### config.mk
export PLATFORM = sky130hd
export DESIGN_NAME = fp64_to_fp32_pipe_flat
export DESIGN_NICKNAME = d
export VERILOG_FILES = /design/src/rtl/fp_pkg.sv /design/src/rtl/fp64_to_fp32_pipe_if.sv /design/src/rtl/fp32_round_pack.sv /design/src/rtl/fp_classify.sv /design/src/rtl/fp64_to_fp32_pipe.sv /design/src/flat_wrapper.sv
export SDC_FILE = /design/constraint.sdc
export NUM_CORES = 1
export LEC_CHECK = 0
export ABC_AREA = 1
export CAP_MARGIN = 10
export CORE_ASPECT_RATIO = 1.5
export CORE_MARGIN = 5
export CORE_UTILIZATION = 50
export CTS_CLUSTER_DIAMETER = 150
export DETAILED_ROUTE_END_ITERATION = 8
export GPL_TIMING_DRIVEN = 0
export PLACE_DENSITY = 0.72
export SLEW_MARGIN = 15
export SYNTH_ARGS = -nofsm -noshare
export SYNTH_HDL_FRONTEND = slang
export SYNTH_SLANG_ARGS = --single-unit
export TNS_END_PERCENT = 5
### constraint.sdc
create_clock -name clk -period 9.75 [get_ports clk]
set_input_delay 1.95 -clock clk [delete_from_list [all_inputs] [get_ports clk]]
set_output_delay 1.95 -clock clk [all_outputs]
set_load 0.03 [all_outputs]
### src/rtl/fp_pkg.sv
// fp_pkg: shared IEEE-754 widths, biases, rounding modes, flag indices and
// fp32 constants for the fp32/fp64 conversion datapath.
package fp_pkg;

    localparam logic [1:0] RM_RNE = 2'd0;
    localparam logic [1:0] RM_RTZ = 2'd1;
    localparam logic [1:0] RM_RUP = 2'd2;
    localparam logic [1:0] RM_RDN = 2'd3;

    localparam int FP32_EXP_W = 8;
    localparam int FP32_MAN_W = 23;
    localparam int FP64_EXP_W = 11;
    localparam int FP64_MAN_W = 52;
    localparam int FP32_BIAS  = 127;
    localparam int FP64_BIAS  = 1023;

    // Bit positions within the 5-bit {invalid, div0, overflow, underflow, inexact} vector
    localparam int FLAG_NX = 0;
    localparam int FLAG_UF = 1;
    localparam int FLAG_OF = 2;
    localparam int FLAG_DZ = 3;
    localparam int FLAG_NV = 4;

    localparam logic [31:0] FP32_QNAN       = 32'h7FC0_0000;
    localparam logic [31:0] FP32_INF        = 32'h7F80_0000;
    localparam logic [31:0] FP32_MAX_FINITE = 32'h7F7F_FFFF;

    typedef enum logic [2:0] {
        CLS_ZERO,
        CLS_DENORM,
        CLS_NORMAL,
        CLS_INF,
        CLS_QNAN,
        CLS_SNAN
    } fp_class_e;

    typedef struct packed {
        logic               sign;
        fp_class_e          cls;
        logic signed [11:0] t;
        logic [4:0]         sh;
        logic [52:0]        sig;
        logic [1:0]         rm;
    } cvt_s1_t;

endpackage

### src/rtl/fp64_to_fp32_pipe_if.sv
// fp64_to_fp32_pipe_if: input and output valid/ready streams of the narrowing converter.
interface fp64_to_fp32_pipe_if;

    logic        in_valid;
    logic        in_ready;
    logic [63:0] in_data;
    logic [1:0]  in_rm;
    logic        out_valid;
    logic        out_ready;
    logic [31:0] out_data;
    logic [4:0]  out_flags;

    modport master (
        output in_valid, in_data, in_rm, out_ready,
        input  in_ready, out_valid, out_data, out_flags
    );

    modport slave (
        input  in_valid, in_data, in_rm, out_ready,
        output in_ready, out_valid, out_data, out_flags
    );

endinterface

### src/rtl/fp32_round_pack.sv
// fp32_round_pack: rounds an aligned finite significand to binary32 and packs it,
// handling overflow saturation per rounding mode and tininess-before-rounding.
module fp32_round_pack
    import fp_pkg::*;
(
    input  logic               sign,
    input  logic signed [11:0] t,
    input  logic [26:0]        sig,
    input  logic [1:0]         rm,
    output logic [31:0]        word,
    output logic [4:0]         flags
);

    logic        g, r, s, nx, inc, tiny, big, ovf, to_inf;
    logic [7:0]  e_field;
    logic [30:0] mag;

    assign {g, r, s} = sig[2:0];
    assign nx        = g | r | s;
    assign inc       = rm == RM_RNE ? g & (r | s | sig[3])
                     : rm == RM_RTZ ? 1'b0
                     : rm == RM_RUP ? !sign & nx
                     : sign & nx;
    assign tiny      = t <= 12'sd0;
    assign big       = t >= 12'sd255;
    // Hidden bit is clear for a denormal target, so its exponent field is zero and a
    // mantissa carry naturally promotes it to the smallest normal.
    assign e_field   = sig[26] && !big ? t[7:0] : 8'd0;
    assign mag       = {e_field, sig[25:3]} + 31'(inc);
    assign ovf       = big || &mag[30:23];
    assign to_inf    = rm == RM_RNE || (rm == RM_RUP && !sign) || (rm == RM_RDN && sign);
    assign word      = {sign, ovf ? (to_inf ? FP32_INF[30:0] : FP32_MAX_FINITE[30:0]) : mag};

    always_comb begin
        flags          = '0;
        flags[FLAG_OF] = ovf;
        flags[FLAG_UF] = !ovf && tiny && nx;
        flags[FLAG_NX] = ovf || nx;
    end

endmodule

### src/rtl/fp_classify.sv
// fp_classify: combinational IEEE-754 operand classifier for binary16/32/64.
module fp_classify
    import fp_pkg::*;
#(
    parameter int W = 64
) (
    input  logic [W-1:0] x,
    output fp_class_e    cls
);

    localparam int EW = W == 64 ? FP64_EXP_W : W == 32 ? FP32_EXP_W : 5;
    localparam int MW = W - 1 - EW;

    logic [EW-1:0] e;
    logic [MW-1:0] m;

    assign e = x[W-2 -: EW];
    assign m = x[MW-1:0];

    always_comb
        cls = &e ? (m == '0 ? CLS_INF : m[MW-1] ? CLS_QNAN : CLS_SNAN)
            : |e ? CLS_NORMAL
            : m == '0 ? CLS_ZERO : CLS_DENORM;

endmodule

### src/rtl/fp64_to_fp32_pipe.sv
// fp64_to_fp32_pipe: two-stage streaming binary64 -> binary32 narrowing converter
// with directed rounding and IEEE exception flags.
module fp64_to_fp32_pipe
    import fp_pkg::*;
#(
    parameter int PIPE_STAGES = 2
) (
    input logic               clk,
    input logic               rst_n,
    fp64_to_fp32_pipe_if.slave bus
);

    if (PIPE_STAGES != 2) begin : g_bad_stages
        $error("fp64_to_fp32_pipe: only PIPE_STAGES=2 is supported");
    end

    localparam logic signed [11:0] T_OFF = 12'(FP64_BIAS - FP32_BIAS);

    fp_class_e          cls;
    cvt_s1_t            s1_d, s1_q;
    logic               s1_valid, s1_ready, s2_ready, is_nan, is_special;
    logic [10:0]        e64;
    logic signed [11:0] t;
    logic [83:0]        wide;
    logic [26:0]        aligned;
    logic [31:0]        rp_word, res;
    logic [4:0]         rp_flags, flg;

    assign s2_ready     = !bus.out_valid || bus.out_ready;
    assign s1_ready     = !s1_valid || s2_ready;
    assign bus.in_ready = s1_ready;

    fp_classify #(.W(64)) u_classify (
        .x   (bus.in_data),
        .cls (cls)
    );

    assign e64 = bus.in_data[62:52];
    assign t   = $signed({1'b0, e64}) - T_OFF;

    always_comb begin
        s1_d.sign = bus.in_data[63];
        s1_d.cls  = cls;
        s1_d.t    = t;
        s1_d.sh   = t > 12'sd0 ? 5'd0 : t < -12'sd30 ? 5'd31 : 5'(12'sd1 - t);
        s1_d.sig  = {|e64, bus.in_data[51:0]};
        s1_d.rm   = bus.in_rm;
    end

    // Shifted-out bits land below the G/R positions and all fold into sticky.
    assign wide    = {s1_q.sig, 31'd0} >> s1_q.sh;
    assign aligned = {wide[83:58], |wide[57:0]};

    fp32_round_pack u_round_pack (
        .sign  (s1_q.sign),
        .t     (s1_q.t),
        .sig   (aligned),
        .rm    (s1_q.rm),
        .word  (rp_word),
        .flags (rp_flags)
    );

    assign is_nan     = s1_q.cls == CLS_QNAN || s1_q.cls == CLS_SNAN;
    assign is_special = s1_q.cls == CLS_INF || s1_q.cls == CLS_ZERO;
    assign res = is_nan ? {s1_q.sign, FP32_QNAN[30:22], s1_q.sig[50:29]}
               : s1_q.cls == CLS_INF ? {s1_q.sign, FP32_INF[30:0]}
               : s1_q.cls == CLS_ZERO ? {s1_q.sign, 31'd0}
               : rp_word;
    assign flg = is_nan ? {s1_q.cls == CLS_SNAN, 4'd0} : is_special ? 5'd0 : rp_flags;

    always_ff @(posedge clk or negedge rst_n) begin
        if (!rst_n) begin
            s1_valid      <= 1'b0;
            s1_q          <= '0;
            bus.out_valid <= 1'b0;
            bus.out_data  <= '0;
            bus.out_flags <= '0;
        end else begin
            if (s1_ready) s1_valid <= bus.in_valid;
            if (bus.in_valid && s1_ready) s1_q <= s1_d;
            if (s2_ready) bus.out_valid <= s1_valid;
            if (s1_valid && s2_ready) begin
                bus.out_data  <= res;
                bus.out_flags <= flg;
            end
        end
    end

endmodule

### src/flat_wrapper.sv
// flat-port wrapper written by rule: the top's interface ports become plain ports
module fp64_to_fp32_pipe_flat import fp_pkg::*;
#(
    parameter int PIPE_STAGES = 2
)
  (clk, rst_n, bus_in_valid, bus_in_data, bus_in_rm, bus_out_ready, bus_in_ready, bus_out_valid, bus_out_data, bus_out_flags);
  fp64_to_fp32_pipe_if bus_i ();
  input logic clk;
  input logic rst_n;
  input wire logic [$bits(bus_i.in_valid)-1:0] bus_in_valid;
  input wire logic [$bits(bus_i.in_data)-1:0] bus_in_data;
  input wire logic [$bits(bus_i.in_rm)-1:0] bus_in_rm;
  input wire logic [$bits(bus_i.out_ready)-1:0] bus_out_ready;
  output wire logic [$bits(bus_i.in_ready)-1:0] bus_in_ready;
  output wire logic [$bits(bus_i.out_valid)-1:0] bus_out_valid;
  output wire logic [$bits(bus_i.out_data)-1:0] bus_out_data;
  output wire logic [$bits(bus_i.out_flags)-1:0] bus_out_flags;
  assign bus_i.in_valid = bus_in_valid;
  assign bus_i.in_data = bus_in_data;
  assign bus_i.in_rm = bus_in_rm;
  assign bus_i.out_ready = bus_out_ready;
  assign bus_in_ready = bus_i.in_ready;
  assign bus_out_valid = bus_i.out_valid;
  assign bus_out_data = bus_i.out_data;
  assign bus_out_flags = bus_i.out_flags;
  fp64_to_fp32_pipe #(.PIPE_STAGES(PIPE_STAGES)) u_core (.clk(clk), .rst_n(rst_n), .bus(bus_i));
endmodule
==> tab_implementation.tex, run 1 <==
\begin{tabular}{lr}
\hline
Metric & Value \\
\hline
\multicolumn{2}{l}{\textbf{STA}} \\
Final setup vio count & 0 \\
Unrepaired setup endpoints after global routing & no \\
Final cycle utilization of the critical path & 58.52\% \\
Final period demand of the worst path & 5.706 ns \\
Final hold vios & 0 \\
Transition time at the pin with the least slew margin & 1.061 ns \\
Setup skew after layout & 0.01569 ns \\
Worst-case headroom to the max-slew limit & 28.59\% \\
Max Slew Vio Count & 0 \\
Highest attainable clock frequency & 0.1753 GHz \\
Setup total negative slack & 0 ns \\
Final worst setup slack & 4.044 ns \\
\multicolumn{2}{l}{\textbf{Critical path}} \\
Startpoint of the worst register-to-register path & u\_core.s1\_q[55] \\
Worst Setup End Kind & register \\
Worst Path Required & 10.06 ns \\
Buf/Inv on CP & 5 \\
Max incr delay on CP & 0.47 ns \\
R2R cell count & 30 \\
Nature of the critical path startpoint & register \\
Cell at the slowest stage of the critical path & o21ai\_0 \\
Highest net fanout along the worst path & 10 \\
Startpoint-to-endpoint class of the critical path & register to register \\
Crit Reg-Reg Endpoint & u\_core.bus.out\_data[21] \\
R2R setup slack & 4.04 ns \\
Most Frequent Cell on Critical Path & o21ai\_0 \\
Critical path data arrival time & 6.02 ns \\
Kind of cell with the highest combined delay on the critical path & simple AND/OR/NAND/NOR gates \\
\multicolumn{2}{l}{\textbf{Worst hold path}} \\
Class of the most critical hold timing path & register to register \\
Hold path endpoint & u\_core.bus.out\_flags[4] \\
Hold Path Depth & 2 \\
Startpoint of the worst hold path & u\_core.bus.out\_flags[4] \\
\multicolumn{2}{l}{\textbf{Synthesis}} \\
Flip-flop and latch count after synthesis & 114 \\
Nets in the synthesized netlist & 1,449 \\
Cell with the most instances after synthesis & nand2\_1 \\
Leading post-synthesis cells by cell area & dfrtp\_1 32\%, nand2\_1 18\%, nand3\_1 12\% \\
Combined area of all synthesized cells & 8979 sq um \\
Synth async-reset ratio & 100.0\% \\
Distinct cells, synth & 45 \\
Portion of synthesized cell area occupied by the leading cell type & 31.77\% \\
Number of warnings reported in the yosys synthesis log & 0 \\
Cells after Synth & 1,374 \\
Number of flops mapped to enable cells by yosys & 0 \\
Top\_reg\_cell synth & dfrtp\_1 \\
Top cells by count, synth & 441 x nand2\_1, 212 x nand3\_1, 114 x dfrtp\_1 \\
Cell type with the largest total area after synthesis & dfrtp\_1 \\
Share of the yosys chip area belonging to registers & 31.77\% \\
Mapped Avg Cell Area & 6.535 sq um \\
\multicolumn{2}{l}{\textbf{GRT}} \\
Total global routing track utilization & 33.68\% \\
Antenna violations before repair & 0 \\
Via count of the first global-routing pass & 10.12k \\
Largest net degree at the start of global routing & 78 \\
Wire length of the first global-routing pass & 54,020 microns \\
Total congestion overflow after global routing & 0 \\
\multicolumn{2}{l}{\textbf{Pwr}} \\
Sw frac & 45.01\% \\
Cell internal power dissipation & 1.410 mW \\
Worst IR drop on VDD & 0.0001013 V \\
Leak pwr & 4.956 nW \\
Clock network fraction of design power & 26.5\% \\
Net switching component of the power & 1.154 mW \\
Proportion of power drawn by combinational gates & 47.3\% \\
Power density over the cells & 233.7 nW/um\^{}2 \\
Sequential share of power & 26.2\% \\
\multicolumn{2}{l}{\textbf{Route}} \\
Initial DRC Count & 826 \\
Post-Route WL & 34,750 microns \\
Average wire per cell in the routed design & 20.07 microns \\
Number of optimization iterations in the first detailed-route pass & 6 \\
Count of nets left with antenna violations after detail routing & 0 \\
Count of vias placed by the detailed router & 10.14k \\
Number of design rule violations left after detail routing & 0 \\
Via count normalized by instance count & 5.859 \\
\multicolumn{2}{l}{\textbf{Status}} \\
Outcome & complete, no violations \\
\multicolumn{2}{l}{\textbf{Placement}} \\
Detailed placement HPWL & 28,080 microns \\
Routability congestion estimate & 1.019 \\
Setup Slack @ Placement & 4.212 ns \\
Count of buffers from port buffering & 107 \\
\multicolumn{2}{l}{\textbf{Layout}} \\
Final \#Nets & 1,576 \\
Fraction of final layout cells sized beyond drive strength 1 & 10.63\% \\
Fillers & 1,713 \\
Antenna fix cells & 0 \\
Area Overhead vs Synth & 22.18\% \\
\multicolumn{2}{l}{\textbf{Floorplanning}} \\
Core outline area & 17,790 sq um \\
Initial cell density of the core & 50.46\% \\
Number of cell rows & 60 \\
Die Ht & 174.1 microns \\
Num ports & 109 \\
Die Width & 119.4 microns \\
Die Footprint & 20,790 sq um \\
\multicolumn{2}{l}{\textbf{Clock network}} \\
Number of sinks on the clock net & 114 \\
Clock-pin slew reported for the worst setup and hold paths after clock tree synthesis & 0.06 ns \\
Clock buffer count from CTS & 17 \\
CTS hold repair buffers & 0 \\
Clock tree from TritonCTS & done \\
Clock root cell & clkbuf\_16 \\
Insertion delay of the later-clocked pin in the worst-skew pair & 0.44 ns \\
Buffers inserted by post-CTS timing repair & 0 \\
H-Tree Depth & 4 \\
Number of buffers on the longest clock path & 2 \\
Post-cts repair resize count & 0 \\
\multicolumn{2}{l}{\textbf{Job}} \\
Max-capacitance violation count & 0 \\
\hline
\end{tabular}
[power groups by stage]
stage / registers [mW] / clock network [mW] / logic, mW
after detailed placement: 0.679 / 0 / 1.19
after CTS: 0.672 / 0.680 / 1.20
final: 0.673 / 0.679 / 1.21
after global routing: 0.689 / 0.704 / 1.32
after global placement: 0.676 / 0 / 1.19
after floorplan: 0.778 / 0 / 0.670
[worst max-delay path by stage]
stage                          from                 endpoint  depth (start not counted)
floorplan             bus_out_ready             bus_in_ready                          2
global placement              rst_n  u_core.bus.out_data[28]                          1
detailed placement  u_core.s1_q[55]  u_core.bus.out_data[20]                         30
CTS                 u_core.s1_q[55]  u_core.bus.out_data[20]                         30
global route        u_core.s1_q[55]  u_core.bus.out_data[21]                         30
finish              u_core.s1_q[55]  u_core.bus.out_data[21]                         30
[layout by cell type, fill, tap and decap left out, types with 16 or more instances in the layout]
| cell type | instances |
|---|---|
| clkbuf_1 | 39 |
| dfrtp_1 | 114 |
| o21ai_0 | 111 |
| clkbuf_16 | 17 |
| nand3_2 | 26 |
| inv_1 | 69 |
| nand3_1 | 212 |
| nor2_2 | 19 |
| nand4_1 | 23 |
| nor4_1 | 16 |
| a21oi_2 | 22 |
| clkdlybuf4s50_1 | 106 |
| nand2_1 | 441 |
| a21oi_1 | 42 |
| nor2_1 | 100 |
[kinds of logic after synthesis]
family                   after synthesis  share of synthesized area (%)
buffers and inverters                150                          7.636
other                                  1                        0.04177
AO/OA/AOI/OAI                        190                          11.91
multiplexers                           2                         0.2230
flip-flops                           114                          31.77
AND/OR/NAND/NOR                      888                          45.37
XOR/XNOR                              24                          2.341
adder cells (fa/ha/maj)                5                         0.6968
[sequential cells by signal, indices dropped and copies added (netlist names)]
name,flops
u_core.s1_q,76
u_core.s1_valid,1
u_core.bus.out_flags,4
u_core.bus.out_data,32
u_core.bus.out_valid,1
[metrics by stage]
step / std cells / hold WS (ns) / total power, mW / utilization [%] / instance area [sq um]
floorplan: 1374 / 0.4496 / 1.448 / - / 8979
global placement: 1698 / 0.4646 / 1.863 / 58.01 / 10320
detailed placement: 1699 / 0.4706 / 1.873 / 58.17 / 10350
CTS: 1731 / 0.4881 / 2.553 / 61.66 / 10970
global route: 1731 / 0.5167 / 2.711 / 61.66 / 10970
finish: 1731 / 0.4866 / 2.564 / 61.66 / 10970
[final cells by class]
type,instances,area [sq um],share of cell area [%]
Tap cell,217,271.5,2.475
Timing Repair Buffer,108,1100,10.03
Sequential cell,114,2853,26.00
Clock inverter,15,195.2,1.779
Clock buffer,17,425.4,3.878
Buffer,76,402.9,3.672
Multi-Input combinational cell,1110,5440,49.59
Inverter,74,282.8,2.578
[worst register-to-register path, delay by kind of cell, from the launching register on]
family / cells / cell delay (ns)
buf+inv: 5 / 1.02
compound gates: 7 / 1.49
fa+ha+maj: 2 / 0.63
flops: 1 / 0.38
simple gates: 16 / 2.08
[layer usage]
layer / track usage (%) / wire length, microns / vias to the layer above
li1: - / - / 4827
met1: 34.96 / 12050 / 4699
met2: 58.32 / 17290 / 468
met3: 4.297 / 1702 / 148
met4: 30.67 / 3704 / 0
met5: 0 / 0 / -
Power figures use the tool's default switching activity.
==> run 2, diff against run 1 <==
clock period = 5.9 ns   (was 9.75 ns; I/O delays follow)
==> run 2 against run 1 <==
Compared with the run above:
- combinational power increased by 66%
- hold slack hardly changed
- core utilization is essentially flat
- setup slack got worse by 3.5 ns
- die area did not move
- routed wire length about the same
- sequential share of layout area about the same
- sequential power increased by 65%
- non-clock buffer count stayed put
- critical path type unchanged
- critical endpoint unchanged
- largest power group unchanged
==> tab_implementation.tex, run 2 (synthesis results as in run 1) <==
\begin{tabular}{lr}
\hline
Metric & Value \\
\hline
\multicolumn{2}{l}{\textbf{Placement}} \\
Placed cell areas & 10,350 sq um \\
Routability congestion estimate & 1.019 \\
Detailed placement HPWL & 28,080 microns \\
Count of buffers from port buffering & 107 \\
Setup Slack @ Placement & 0.3620 ns \\
Placed instance count & 1,699 \\
\multicolumn{2}{l}{\textbf{Floorplanning}} \\
Die Width & 119.4 microns \\
Core outline area & 17,790 sq um \\
Die Footprint & 20,790 sq um \\
Die Ht & 174.1 microns \\
Initial cell density of the core & 50.46\% \\
Num ports & 109 \\
Number of cell rows & 60 \\
\multicolumn{2}{l}{\textbf{Critical path}} \\
Most Frequent Cell on Critical Path & o21ai\_0 \\
Buf/Inv on CP & 5 \\
Nature of the critical path startpoint & register \\
Worst Setup End Kind & register \\
Kind of cell with the highest combined delay on the critical path & simple AND/OR/NAND/NOR gates \\
Startpoint-to-endpoint class of the critical path & register to register \\
Depth of the critical timing path with buffers and inverters included & 30 \\
Max incr delay on CP & 0.38 ns \\
Cell at the slowest stage of the critical path & dfrtp\_1 \\
Critical path data arrival time & 5.69 ns \\
Highest net fanout along the worst path & 10 \\
Worst Path Required & 6.21 ns \\
R2R cell count & 30 \\
\multicolumn{2}{l}{\textbf{Clock network}} \\
Number of buffers on the longest clock path & 2 \\
H-Tree Depth & 4 \\
Clock buffer count from CTS & 17 \\
Clock root cell & clkbuf\_16 \\
Clock tree from TritonCTS & done \\
Insertion delay of the later-clocked pin in the worst-skew pair & 0.44 ns \\
Number of sinks on the clock net & 114 \\
Clock-pin slew reported for the worst setup and hold paths after clock tree synthesis & 0.06 ns \\
Buffers inserted by post-CTS timing repair & 0 \\
CTS hold repair buffers & 0 \\
\multicolumn{2}{l}{\textbf{STA}} \\
Final cycle utilization of the critical path & 91.08\% \\
Max Slew Vio Count & 0 \\
Highest attainable clock frequency & 0.1861 GHz \\
Final hold vios & 0 \\
Transition time at the pin with the least slew margin & 1.060 ns \\
Final-layout worst hold slack & 0.4865 ns \\
Setup skew after layout & 0.01597 ns \\
Final setup vio count & 0 \\
Final worst setup slack & 0.5261 ns \\
Unrepaired setup endpoints after global routing & no \\
Worst-case headroom to the max-slew limit & 28.67\% \\
Final period demand of the worst path & 5.374 ns \\
\multicolumn{2}{l}{\textbf{GRT}} \\
Total global routing track utilization & 33.68\% \\
Wire length of the first global-routing pass & 54,020 microns \\
Largest net degree at the start of global routing & 78 \\
Antenna violations before repair & 0 \\
Via count of the first global-routing pass & 10.12k \\
Total congestion overflow after global routing & 0 \\
\multicolumn{2}{l}{\textbf{Status}} \\
Outcome & complete, no violations \\
\multicolumn{2}{l}{\textbf{Pwr}} \\
Proportion of power drawn by combinational gates & 47.3\% \\
Net switching component of the power & 1.909 mW \\
Leak pwr & 4.968 nW \\
Worst IR drop on VDD & 0.0001673 V \\
Clock network fraction of design power & 26.4\% \\
Cell internal power dissipation & 2.331 mW \\
Power density over the cells & 386.3 nW/um\^{}2 \\
Sequential share of power & 26.2\% \\
Sw frac & 45.02\% \\
Total power draw & 4.240 mW \\
\multicolumn{2}{l}{\textbf{Worst hold path}} \\
Hold Path Depth & 2 \\
Class of the most critical hold timing path & register to register \\
\multicolumn{2}{l}{\textbf{Route}} \\
Number of design rule violations left after detail routing & 0 \\
Average wire per cell in the routed design & 20.09 microns \\
Via count normalized by instance count & 5.863 \\
Post-Route WL & 34,770 microns \\
Count of nets left with antenna violations after detail routing & 0 \\
Count of vias placed by the detailed router & 10.15k \\
Number of optimization iterations in the first detailed-route pass & 7 \\
Initial DRC Count & 829 \\
\multicolumn{2}{l}{\textbf{Layout}} \\
Fraction of final layout cells sized beyond drive strength 1 & 10.90\% \\
Register with the most flip-flops & u\_core.s1\_q \\
Registers with the most flip-flops & u\_core.s1\_q x76, u\_core.bus.out\_data x32, u\_core.bus.out\_flags x4 \\
Commonest non-fill, non-tap cells in the layout & 441 x nand2\_1, 212 x nand3\_1, 114 x dfrtp\_1 \\
Number of flip-flops in the largest register & 76 \\
Final Instance Area & 10,980 sq um \\
Most common library cell in the layout ignoring fill and taps & nand2\_1 \\
Post-route non-filler standard cell count & 1,731 \\
Final \#Nets & 1,576 \\
Area Overhead vs Synth & 22.24\% \\
Antenna fix cells & 0 \\
Fillers & 1,715 \\
\multicolumn{2}{l}{\textbf{Job}} \\
Max-capacitance violation count & 0 \\
\hline
\end{tabular}
==> run 2: area by class of cell <==
cell class,count,area (sq um),area share (%)
multi-input cells,1110,5440,49.57
flip-flops and latches,114,2853,25.99
repair buffers,108,1100,10.02
clock buffers,17,425.4,3.876
plain buffers,76,407.9,3.716
inverters,74,282.8,2.576
well taps,217,271.5,2.474
clock inverters,15,195.2,1.778
==> run 2: power groups by stage <==
stage | Clock (mW) | Combinational, mW | Sequential [mW]
after floorplan | 0 | 1.11 | 1.29
after global placement | 0 | 1.96 | 1.12
after detailed placement | 0 | 1.97 | 1.12
after CTS | 1.12 | 1.98 | 1.11
after global routing | 1.16 | 2.18 | 1.14
final | 1.12 | 2.01 | 1.11
==> run 2: tightest hold or removal path, cell delays in order (launching register included) <==
cell,delay (ns)
dfrtp_1,0.34
nand2_1,0.05
o41ai_1,0.06
==> run 2: path summary, 6_finish.rpt <==
check,end,startpoint,slack [ns]
worst max-delay path,u_core.bus.out_data[21],u_core.s1_q[55],0.53
worst min-delay path,u_core.bus.out_flags[4],u_core.bus.out_flags[4],0.49
worst max register to register,u_core.bus.out_data[21],u_core.s1_q[55],0.53
worst min register to register,u_core.bus.out_flags[4],u_core.bus.out_flags[4],0.49
max in group asynchronous,u_core.bus.out_data[0],rst_n,4.54
min in group asynchronous,u_core.s1_q[16],rst_n,0.64
==> run 2: stage by stage <==
stage | TNS, ns | utilization, %
2_1_floorplan | 0 | -
3_3_place_gp | -77.13 | 58.01
4_1_cts | 0 | 61.66
5_1_grt | 0 | 61.69
6_report | 0 | 61.69
3_5_place_dp | 0 | 58.17
==> run 2: layer usage <==
layer / vias up / routed length [microns] / GRT usage, %
li1: 4824 / - / -
met5: - / 0 / 0
met3: 158 / 1634 / 4.297
met4: 0 / 3786 / 30.67
met2: 473 / 17210 / 58.32
met1: 4694 / 12150 / 34.96
==> run 2: timing repair <==
item,CTS,global route
gates resized for setup,0,9
endpoints found under the hold margin,0,0
setup endpoints to repair,0,34
